==> src/rtl/mips_pkg.sv <==
// Shared widths and the buffered MDU entry type for the register writeback path.
package mips_pkg;
    localparam int REG_ADDR_W = 5;
    localparam int DATA_W     = 32;
    localparam int WB_DEPTH   = 2;
    localparam int WB_CNT_W   = $clog2(WB_DEPTH + 1);

    typedef struct packed {
        logic [REG_ADDR_W-1:0] addr;
        logic [DATA_W-1:0]     data;
        logic                  killed;
    } wb_entry_t;
endpackage

==> src/rtl/wb_fifo.sv <==
// Small in-order FIFO of MDU results with kill-by-address; entry 0 is always the head.
module wb_fifo
    import mips_pkg::*;
(
    input  logic                             clk,
    input  logic                             rst,
    input  logic                             push,
    input  wb_entry_t                        push_entry,
    input  logic                             pop,
    input  logic                             kill_en,
    input  logic [REG_ADDR_W-1:0]            kill_addr,
    output logic                             full,
    output logic                             empty,
    output wb_entry_t                        head,
    output wb_entry_t [WB_DEPTH-1:0]         peek,
    output logic [WB_DEPTH-1:0]              peek_valid
);
    wb_entry_t [WB_DEPTH-1:0] entry_q, entry_d;
    logic [WB_CNT_W-1:0]      count_q, count_d;
    logic                     do_pop;
    logic                     do_push;

    assign full  = (count_q == WB_CNT_W'(WB_DEPTH));
    assign empty = (count_q == '0);
    assign head  = entry_q[0];
    assign peek  = entry_q;

    always_comb begin
        for (int i = 0; i < WB_DEPTH; i++) begin
            peek_valid[i] = (WB_CNT_W'(i) < count_q);
        end
    end

    always_comb begin
        entry_d = entry_q;
        count_d = count_q;
        do_pop  = pop && !empty;
        do_push = push && !full;
        if (do_pop) begin
            for (int i = 0; i < WB_DEPTH - 1; i++) begin
                entry_d[i] = entry_q[i+1];
            end
            entry_d[WB_DEPTH-1] = '0;
            count_d = count_q - 1'b1;
        end
        if (do_push) begin
            for (int i = 0; i < WB_DEPTH; i++) begin
                if (count_d == WB_CNT_W'(i)) begin
                    entry_d[i] = push_entry;
                end
            end
            count_d = count_d + 1'b1;
        end
        // Kill is applied after the shift/insert so a same-cycle push is covered too.
        for (int i = 0; i < WB_DEPTH; i++) begin
            if (kill_en && (WB_CNT_W'(i) < count_d) && (entry_d[i].addr == kill_addr)) begin
                entry_d[i].killed = 1'b1;
            end
        end
    end

    always_ff @(posedge clk) begin
        if (rst) begin
            entry_q <= '0;
            count_q <= '0;
        end else begin
            entry_q <= entry_d;
            count_q <= count_d;
        end
    end
endmodule

==> src/rtl/reg_writeback.sv <==
// Register-file write port arbiter: ALU results win, MDU results wait in a
// small FIFO and drain in idle ALU cycles; a newer ALU write kills stale MDU entries.
module reg_writeback
    import mips_pkg::*;
(
    input  logic                  clk,
    input  logic                  rst,
    input  logic                  alu_valid,
    input  logic [REG_ADDR_W-1:0] alu_addr,
    input  logic [DATA_W-1:0]     alu_data,
    input  logic                  mdu_valid,
    output logic                  mdu_ready,
    input  logic [REG_ADDR_W-1:0] mdu_addr,
    input  logic [DATA_W-1:0]     mdu_data,
    output logic                  wr,
    output logic [REG_ADDR_W-1:0] addr3,
    output logic [DATA_W-1:0]     data3,
    output logic [DATA_W-1:0]     pend_mask
);
    logic                     wr_q, wr_d;
    logic [REG_ADDR_W-1:0]    addr3_q, addr3_d;
    logic [DATA_W-1:0]        data3_q, data3_d;

    logic                     fifo_full;
    logic                     fifo_empty;
    logic                     fifo_pop;
    logic                     fifo_push;
    logic                     kill_en;
    wb_entry_t                push_entry;
    wb_entry_t                fifo_head;
    wb_entry_t [WB_DEPTH-1:0] fifo_peek;
    logic [WB_DEPTH-1:0]      fifo_peek_valid;

    assign mdu_ready  = !rst && !fifo_full;
    assign fifo_push  = mdu_valid && mdu_ready;
    assign kill_en    = alu_valid && (alu_addr != '0);
    assign push_entry = '{addr: mdu_addr, data: mdu_data, killed: 1'b0};

    wb_fifo u_fifo (
        .clk        (clk),
        .rst        (rst),
        .push       (fifo_push),
        .push_entry (push_entry),
        .pop        (fifo_pop),
        .kill_en    (kill_en),
        .kill_addr  (alu_addr),
        .full       (fifo_full),
        .empty      (fifo_empty),
        .head       (fifo_head),
        .peek       (fifo_peek),
        .peek_valid (fifo_peek_valid)
    );

    always_comb begin
        wr_d     = 1'b0;
        addr3_d  = addr3_q;
        data3_d  = data3_q;
        fifo_pop = 1'b0;
        if (alu_valid) begin
            wr_d    = (alu_addr != '0);
            addr3_d = alu_addr;
            data3_d = alu_data;
        end else if (!fifo_empty) begin
            fifo_pop = 1'b1;
            wr_d     = (fifo_head.addr != '0) && !fifo_head.killed;
            addr3_d  = fifo_head.addr;
            data3_d  = fifo_head.data;
        end
    end

    always_ff @(posedge clk) begin
        if (rst) begin
            wr_q    <= 1'b0;
            addr3_q <= '0;
            data3_q <= '0;
        end else begin
            wr_q    <= wr_d;
            addr3_q <= addr3_d;
            data3_q <= data3_d;
        end
    end

    always_comb begin
        pend_mask = '0;
        for (int i = 0; i < WB_DEPTH; i++) begin
            if (fifo_peek_valid[i] && !fifo_peek[i].killed) begin
                pend_mask[fifo_peek[i].addr] = 1'b1;
            end
        end
        pend_mask[0] = 1'b0;
    end

    assign wr    = wr_q;
    assign addr3 = addr3_q;
    assign data3 = data3_q;
endmodule

==> config.mk <==
export PLATFORM = sky130hd
export DESIGN_NAME = reg_writeback
export DESIGN_NICKNAME = d
export VERILOG_FILES = /design/src/rtl/mips_pkg.sv /design/src/rtl/wb_fifo.sv /design/src/rtl/reg_writeback.sv
export SDC_FILE = /design/constraint.sdc
export NUM_CORES = 1
export LEC_CHECK = 0
export CORE_ASPECT_RATIO = 0.6
export CORE_UTILIZATION = 44
export DETAILED_ROUTE_END_ITERATION = 6
export PLACE_DENSITY = 0.74
export SLEW_MARGIN = 20
export SYNTH_ARGS = -nofsm -noshare
export SYNTH_HDL_FRONTEND = slang
export SYNTH_SLANG_ARGS = --single-unit
==> constraint.sdc <==
create_clock -name clk -period 3.2 [get_ports clk]
set_clock_uncertainty 0.15 [all_clocks]
set_input_delay 0.48 -clock clk [delete_from_list [all_inputs] [get_ports clk]]
set_output_delay 0.48 -clock clk [all_outputs]
set_load 0.02 [all_outputs]
**Word-level counts from Yosys, hierarchy flattened**

Index checks and enable logic that the tools add are counted.

- $mul: 0
- Add/subtract/negate cells: 2
- Reductions and logical operators: 23
- Divide/modulo/power cells: 0
- Muxes and demuxes: 22
- Bitwise gates (word level): 1
- $lt $le $gt $ge: 8
- Equality and inequality tests: 5
- Shift operators: 0

Operator list:

| operator | number |
|---|---|
| 76-bit two-way mux | 2 |
| 32-bit two-way mux | 4 |
| 38-bit two-way mux | 2 |
| 32-bit OR | 1 |
| 1-bit logical AND | 14 |
| 5-bit by 6-bit less-than comparator with 1-bit output, second input constant | 2 |
| 1-bit demux with 5-bit select | 2 |
| 5-bit == test | 2 |
| 5-bit by 1-bit greater-or-equal comparator with 1-bit output, second input constant | 2 |
| 5-bit two-way mux | 2 |
| 5-bit nonzero test | 2 |
| 1-bit by 2-bit less-than comparator with 1-bit output, first input constant | 4 |
| 1-bit two-way mux | 8 |
| 1-bit logical NOT | 5 |
| 2-bit logical NOT | 2 |
| 2-bit two-way mux | 2 |
| 2-bit by 1-bit adder with 2-bit output, second input constant | 1 |
| 2-bit by 1-bit == test with 1-bit output, second input constant | 1 |
| 2-bit == test, second input constant | 1 |
| 2-bit != test, second input constant | 1 |
| 2-bit by 1-bit subtractor with 2-bit output, second input constant | 1 |

- Memories kept: 0
- Bits in read-only memories: 0
- Output and inout port bits: 71
- Register bits: 116
- Latch bits: 0
- Logic and storage cells: 71
- Memory bits (writable): 0
- Input bits: 78

**Logic depth before layout (Yosys ltp)**

- Depth in word-level cells: 11
- Depth in mapped cells: 15
- Mapped depth without buffers: 12

**By module**

From an unflattened synthesis, not the netlist that was laid out.

- Cells, all modules: 703
- Area total of the unflattened synthesis: 5,982.0 µm²

Modules (own cells, without submodules):

| module | area each (µm²) | sequential area each (µm²) | instances | cells an instance |
|---|---|---|---|---|
| wb_fifo | 3,698.5 | 1,561.5 | 1 | 465 |
| reg_writeback | 2,283.4 | 760.7 | 1 | 238 |

**Worst setup path before layout**

Ideal clock, no wire load.

- Path kind: reg-to-reg
- Start point: register u_fifo.count_q[0]
- End point: register u_fifo.entry_q (netlist bit u_fifo.head[0])
- Setup slack: 2 ps
- Clock period less this slack: 3,198 ps
- Cell stages (with the launch flop): 13
- Data required time: 2,958 ps
- Library setup time: 92 ps
- Arrival time: 2,955 ps
- Buffers on the path: 2
- Path through: dfxtp_1 -> inv_1 -> ha_1 -> buf_2 -> nor2_1 -> xnor2_1 -> ha_1 -> nand4bb_1 -> clkbuf_1 -> or3_1 -> and4b_1 -> or4_1 -> o32ai_1

- Longest elaborated chain between the ends: 11
- Elaborated cells on any way between the ends: 23
- Classes of those cells: 2 x add/sub; 1 x order compare; 2 x eq/ne; 8 x mux; 10 x reduce/logical

Ends and longest elaborated chain:

| what | RTL line | source |
|---|---|---|
| from (decl) | wb_fifo.sv:19 | `logic [WB_CNT_W-1:0] count_q, count_d;` |
| from (signal assigned) | wb_fifo.sv:68 | `count_q <= count_d;` |
| 2-bit logical NOT | wb_fifo.sv:24 | `assign empty = (count_q == '0);` |
| 1-bit two-way mux | reg_writeback.sv:63 | `end else if (!fifo_empty) begin` |
| 1-bit two-way mux | reg_writeback.sv:59 | `if (alu_valid) begin` |
| 1-bit logical AND | wb_fifo.sv:37 | `do_pop = pop && !empty;` |
| 2-bit two-way mux | wb_fifo.sv:39 | `if (do_pop) begin` |
| 2-bit by 1-bit adder with 2-bit output or 2-bit logical NOT (tied branches) | wb_fifo.sv:52, wb_fifo.sv:48 |  |
| 2-bit two-way mux or 38-bit two-way mux (tied branches) | wb_fifo.sv:46, wb_fifo.sv:48 |  |
| 1-bit by 2-bit less-than comparator with 1-bit output or 76-bit two-way mux (tied branches) | wb_fifo.sv:56, wb_fifo.sv:46 |  |
| 1-bit logical AND or 5-bit == test (tied branches) | wb_fifo.sv:56 | `if (kill_en && (WB_CNT_W'(i) < count_d) && (entry_d[i].addr == kill_addr)) begin` |
| 1-bit logical AND | wb_fifo.sv:56 |  |
| 1-bit two-way mux * | wb_fifo.sv:56 |  |
| to (signal assigned) | wb_fifo.sv:67 | `entry_q <= entry_d;` |
| to (decl) | wb_fifo.sv:18 | `wb_entry_t [WB_DEPTH-1:0] entry_q, entry_d;` |

Mark *: on every way between the ends. The rest lies on a longest branch, timed or not.
A chain may end at the register's enable or synchronous reset.

**Final worst setup path**

- Start point: register u_fifo.count_q[1]
- End point: output pend_mask[4]

- Longest elaborated chain between the ends: 5
- Elaborated cells on any way between the ends: 7
- Classes of those cells: 2 x order compare; 2 x mux; 1 x bitwise; 2 x reduce/logical

Ends and longest elaborated chain:

| what | RTL line | source |
|---|---|---|
| 1-bit by 2-bit less-than comparator with 1-bit output | wb_fifo.sv:30 | `peek_valid[i] = (WB_CNT_W'(i) < count_q);` |
| 1-bit logical AND | reg_writeback.sv:86 | `if (fifo_peek_valid[i] && !fifo_peek[i].killed) begin` |
| 32-bit two-way mux | reg_writeback.sv:86 |  |
| 32-bit OR (no line) | n/a |  |
| 32-bit two-way mux * | reg_writeback.sv:86 |  |
| to (decl) | reg_writeback.sv:18 | `output logic [DATA_W-1:0] pend_mask` |

Marked as above.

==> run summary <==
The hold path startpoint is rst. The die span in y was 89.7 microns; the area of placed instances was 7220 sq um. Net switching is 34.4% of the power. The worst register-to-register path has a depth of 13. The worst setup path is launched from a register.

After synthesis, the largest family of logic cells by area is simple AND/OR/NAND/NOR gates. Dividing the detail-routed via count by the number of cells gives 5.72. At the end of routability-driven placement, the weighted congestion stood at 0.843. The mean instance size in the synthesized netlist works out to 7.76 sq um. Buffers placed on the I/O ports in this run total 147.

The run gives 16800 microns as the total wirelength of the detailed-routed design. Counting I/O delays and the setup requirement, the final critical path takes 3.16 ns. Of the total power, combinational logic draws 33.3%.

The fraction of the mapped netlist area in simple logic gates works out to 25.2%. Counting the buffers created by CTS gives 17. Final hold analysis gives a worst-case slack of 0.269 ns.

The maximum buffer depth of the clock tree was 2. The worst setup path is of the reg -> out kind. The ratio of cells with drive above 1 in the final layout came out at 7.91%. Along the worst path, the maximum fanout reaches 36. The max-slew headroom at the worst pin is 52.9%, and the pin count of the biggest net entering global routing is 68. The post-detailed-route count of antenna-violating nets was 0.

The area fraction of the dominant cell type after synthesis came out at 41.2%. Before CTS, the worst setup slack after placement is 0.180 ns. Number of buffers inserted by hold repair at cts: 0.

Type of the most critical hold path: in -> reg. The first global-routing pass estimated 26300 microns of wire. CTS built an H-tree with a depth of 4. The number of register bits inferred by synthesis was 116; the sequential cell area fraction in the yosys report was 41.2%. Among all flip-flop cells after synthesis, the most frequent one is dfxtp_1. 0 antenna diodes ended up in the layout. The worst register-to-register path ends at u_fifo.head[0]. The clock-pin slew of the registers on the worst-case setup and hold paths is 0.06 ns, and the clock latency on the worst-skew pair is 0.40 ns. The number of antenna violations at the first check in global routing was 0; the portion of total power attributed to the clock network was 34.2%. The tools report the number of global-route vias before repair as 5180.

The startpoint identified for the worst register-to-register timing path is u_fifo.count_q[1]. The logs give 0 for the count of maximum capacitance violations and 5 for the detailed-router iteration count before antenna repair. The number of different library cells in the post-synthesis netlist was 45; the cell depth of the worst hold path was 2. The remaining global-route overflow was 0; the power density over the cells was 717 nW/um^2.

After the last flow step, the layout net total stands at 931. In this run the power spent charging and discharging nets is 1940 uW. Per-cell routed wire length: 16.4 microns. Largest area contributor in the netlist: dfxtp_1. Synthesis produced a netlist with a net count of 810. Among all cell types in the netlist, the one instantiated most often is nor2_1. The master cell of the clock root buffer is clkbuf_16. Setup slack on the worst reg-to-reg path comes out at 0.16 ns. Fill cells in the final layout number 1043. The logs give 0 for the max-slew violation total from the final report and 13300 sq um for the area of the die. Summing the areas of all xor and xnor instances in the mapped netlist gives 1.09% of the synthesized area. Fraction of synthesized area in multiplexers: 6.92%. The run finished with clean final reports.

Summing internal, switching and leakage power gives 5650 uW. Setup violations remaining at the end of the flow were counted as 0. For the pin with the worst max-slew slack, the measured transition is 0.706 ns. The total area inside the core boundary comes to 12300 sq um.

Timing would allow up to 316 MHz. Summing every instance area after synthesis gives 5640 sq um. STA classifies the critical path endpoint as an output port. After detailed routing, the number of remaining DRC violations is 0. Pin placement for this block handled 149 I/O pins. The count of flip-flops with a built-in enable after synthesis was 0; the number of hold violations in the final report was 0. The run gives 2.53 ns as the critical path data arrival time.

Counting instances in the post-synthesis netlist gives the leading cell types as nor2_1 (122), dfxtp_1 (116), nand2_1 (112). Summing over every cut layer, the via total after detailed routing is 5868. The logs give 2320 sq um for the area used by sequential logic in the layout and 31 for the count of standard-cell rows. The overall die width works out to 148 microns.

The estimated wirelength of the detail-placed design is 11400 microns, and the share of synthesized flip-flops with an asynchronous set or reset is 0%. Counting every sink on the clock net gives 116. Global routing used 25.1% of the available tracks. Summing the areas of all compound-gate instances in the mapped netlist gives 19.0% of the synthesized area. For the worst-case setup margin in the final layout, the log shows 0.0401 ns. The worst-case hold path end point is addr3[3]. After the first detailed-routing iteration, the DRC count stood at 426. For this configuration, the core starts out at a cell density of 46.0%. In the post-synthesis netlist, the biggest area contributors are dfxtp_1 (41%), nor2_1 (8.1%), nand2_1 (7.5%).

IR analysis of the VDD net gives a maximum drop of 0.698 mV. The share of total power dissipated in sequential elements is 32.5%. For the worst setup path, the data required time is 2.57 ns. Yosys printed 0 warnings.

The fraction of the mapped netlist area in adder cells is 1.11%. Cells fill 64.3% of the core in the end. TritonCTS built the clock tree.

In the final layout, the multi-input gates occupy 3090 sq um. The area growth from synthesis to layout is 39.7%. For this design the static power due to leakage is 0.00310 uW. The internal power of the cells totals 3710 uW.

After routing the design area is 7880 sq um. In the synthesized netlist, the number of instances is 727. The worst path uses 98.7% of the clock period.
-- repair_timing --
item | 4_1_cts | 5_1_grt
gates resized for setup | 19 | 16
setup endpoints to repair | 25 | 14
buffers inserted | 0 | 2
pin swaps | 0 | 1
-- stage by stage --
stage / setup TNS, ns / std cells
global route: -0.0582 / 1025
finish: 0 / 1025
global placement: 0 / 992
CTS: -0.0193 / 1023
floorplan: 0 / 727
detailed placement: 0 / 992
-- flip-flops by register name (all words and copies together), names as in the netlist --
name            count
u_fifo.peek        38
data3              32
u_fifo.count_q      2
wr                  1
u_fifo.head        38
addr3               5
-- cell families after synthesis --
family                     after synthesis
other                                    1
AOI/OAI and AO/OA                      166
and+or+nand+nor                        319
adders and majority gates                5
xor gates and xnor gates                 7
DFF                                    116
muxes                                   39
buffers and inverters                   74
-- worst max-delay path: stages, from the launching register on --
cell,delay [ns]
dfxtp_1,0.33
inv_1,0.08
ha_4,0.19
buf_6,0.21
nor2_1,0.20
nand2_1,0.21
o22ai_1,0.24
clkdlybuf4s50_1,0.64
-- metal layers --
metal  vias to the layer above  wire length (microns)  share of wire [%]  track usage [%]
li1                       2816                      -                  -                -
met1                      2797                   7940                 47             35.6
met2                       233                   7370                 44             38.1
met3                        22                   1350                8.0             5.10
met4                         0                    172                1.0             8.43
met5                         -                      0                  0                0
-- layout make-up --
type                       instances  share of cell area (%)
clock buffer                      19                    5.75
clock inverter                    12                    1.95
inverter                           9                   0.429
multi-input combinational        537                    39.2
sequential                       116                    29.5
tap                              165                    2.62
timing repair buffer             167                    20.6
-- layout by cell type, fill, tap and decap left out, drive strengths merged, types with 4 or more instances in the layout --
master	n
ha	5
nor2	122
dfxtp	116
a311oi	36
or3	9
nand3b	5
mux2i	39
clkbuf	19
inv	11
a21oi	67
xnor2	6
buf	22
clkdlybuf4s50	118
dlygate4sd2	17
o21a	5
or3b	5
nand3	39
and4b	4
clkinv	4
nand2	112
o21ai	9
o22ai	31
dlymetal6s2s	10
nand4	6
nor2b	5
a211oi	12
-- power by group through the flow --
stage	clock [uW]	combinational [uW]	sequential, uW
after detailed placement	0	1840	1860
final	1930	1880	1830
after global routing	2040	2040	1860
after floorplan	0	1210	1850
after CTS	1970	1850	1830
after global placement	0	1790	1850
-- how the worst max path moves through the flow --
stage                     slack [ns]               from             end  cells past startpoint
after global routing           -0.06  u_fifo.count_q[1]    pend_mask[4]                      7
final                           0.04  u_fifo.count_q[1]    pend_mask[4]                      7
after CTS                      -0.02  u_fifo.count_q[1]   pend_mask[29]                      7
after global placement          0.19          alu_valid  u_fifo.head[0]                     11
after detailed placement        0.18          alu_valid  u_fifo.head[0]                     11
after floorplan                0.002  u_fifo.count_q[0]  u_fifo.head[0]                     12
Note: power is estimated with default switching activity, not from simulation.
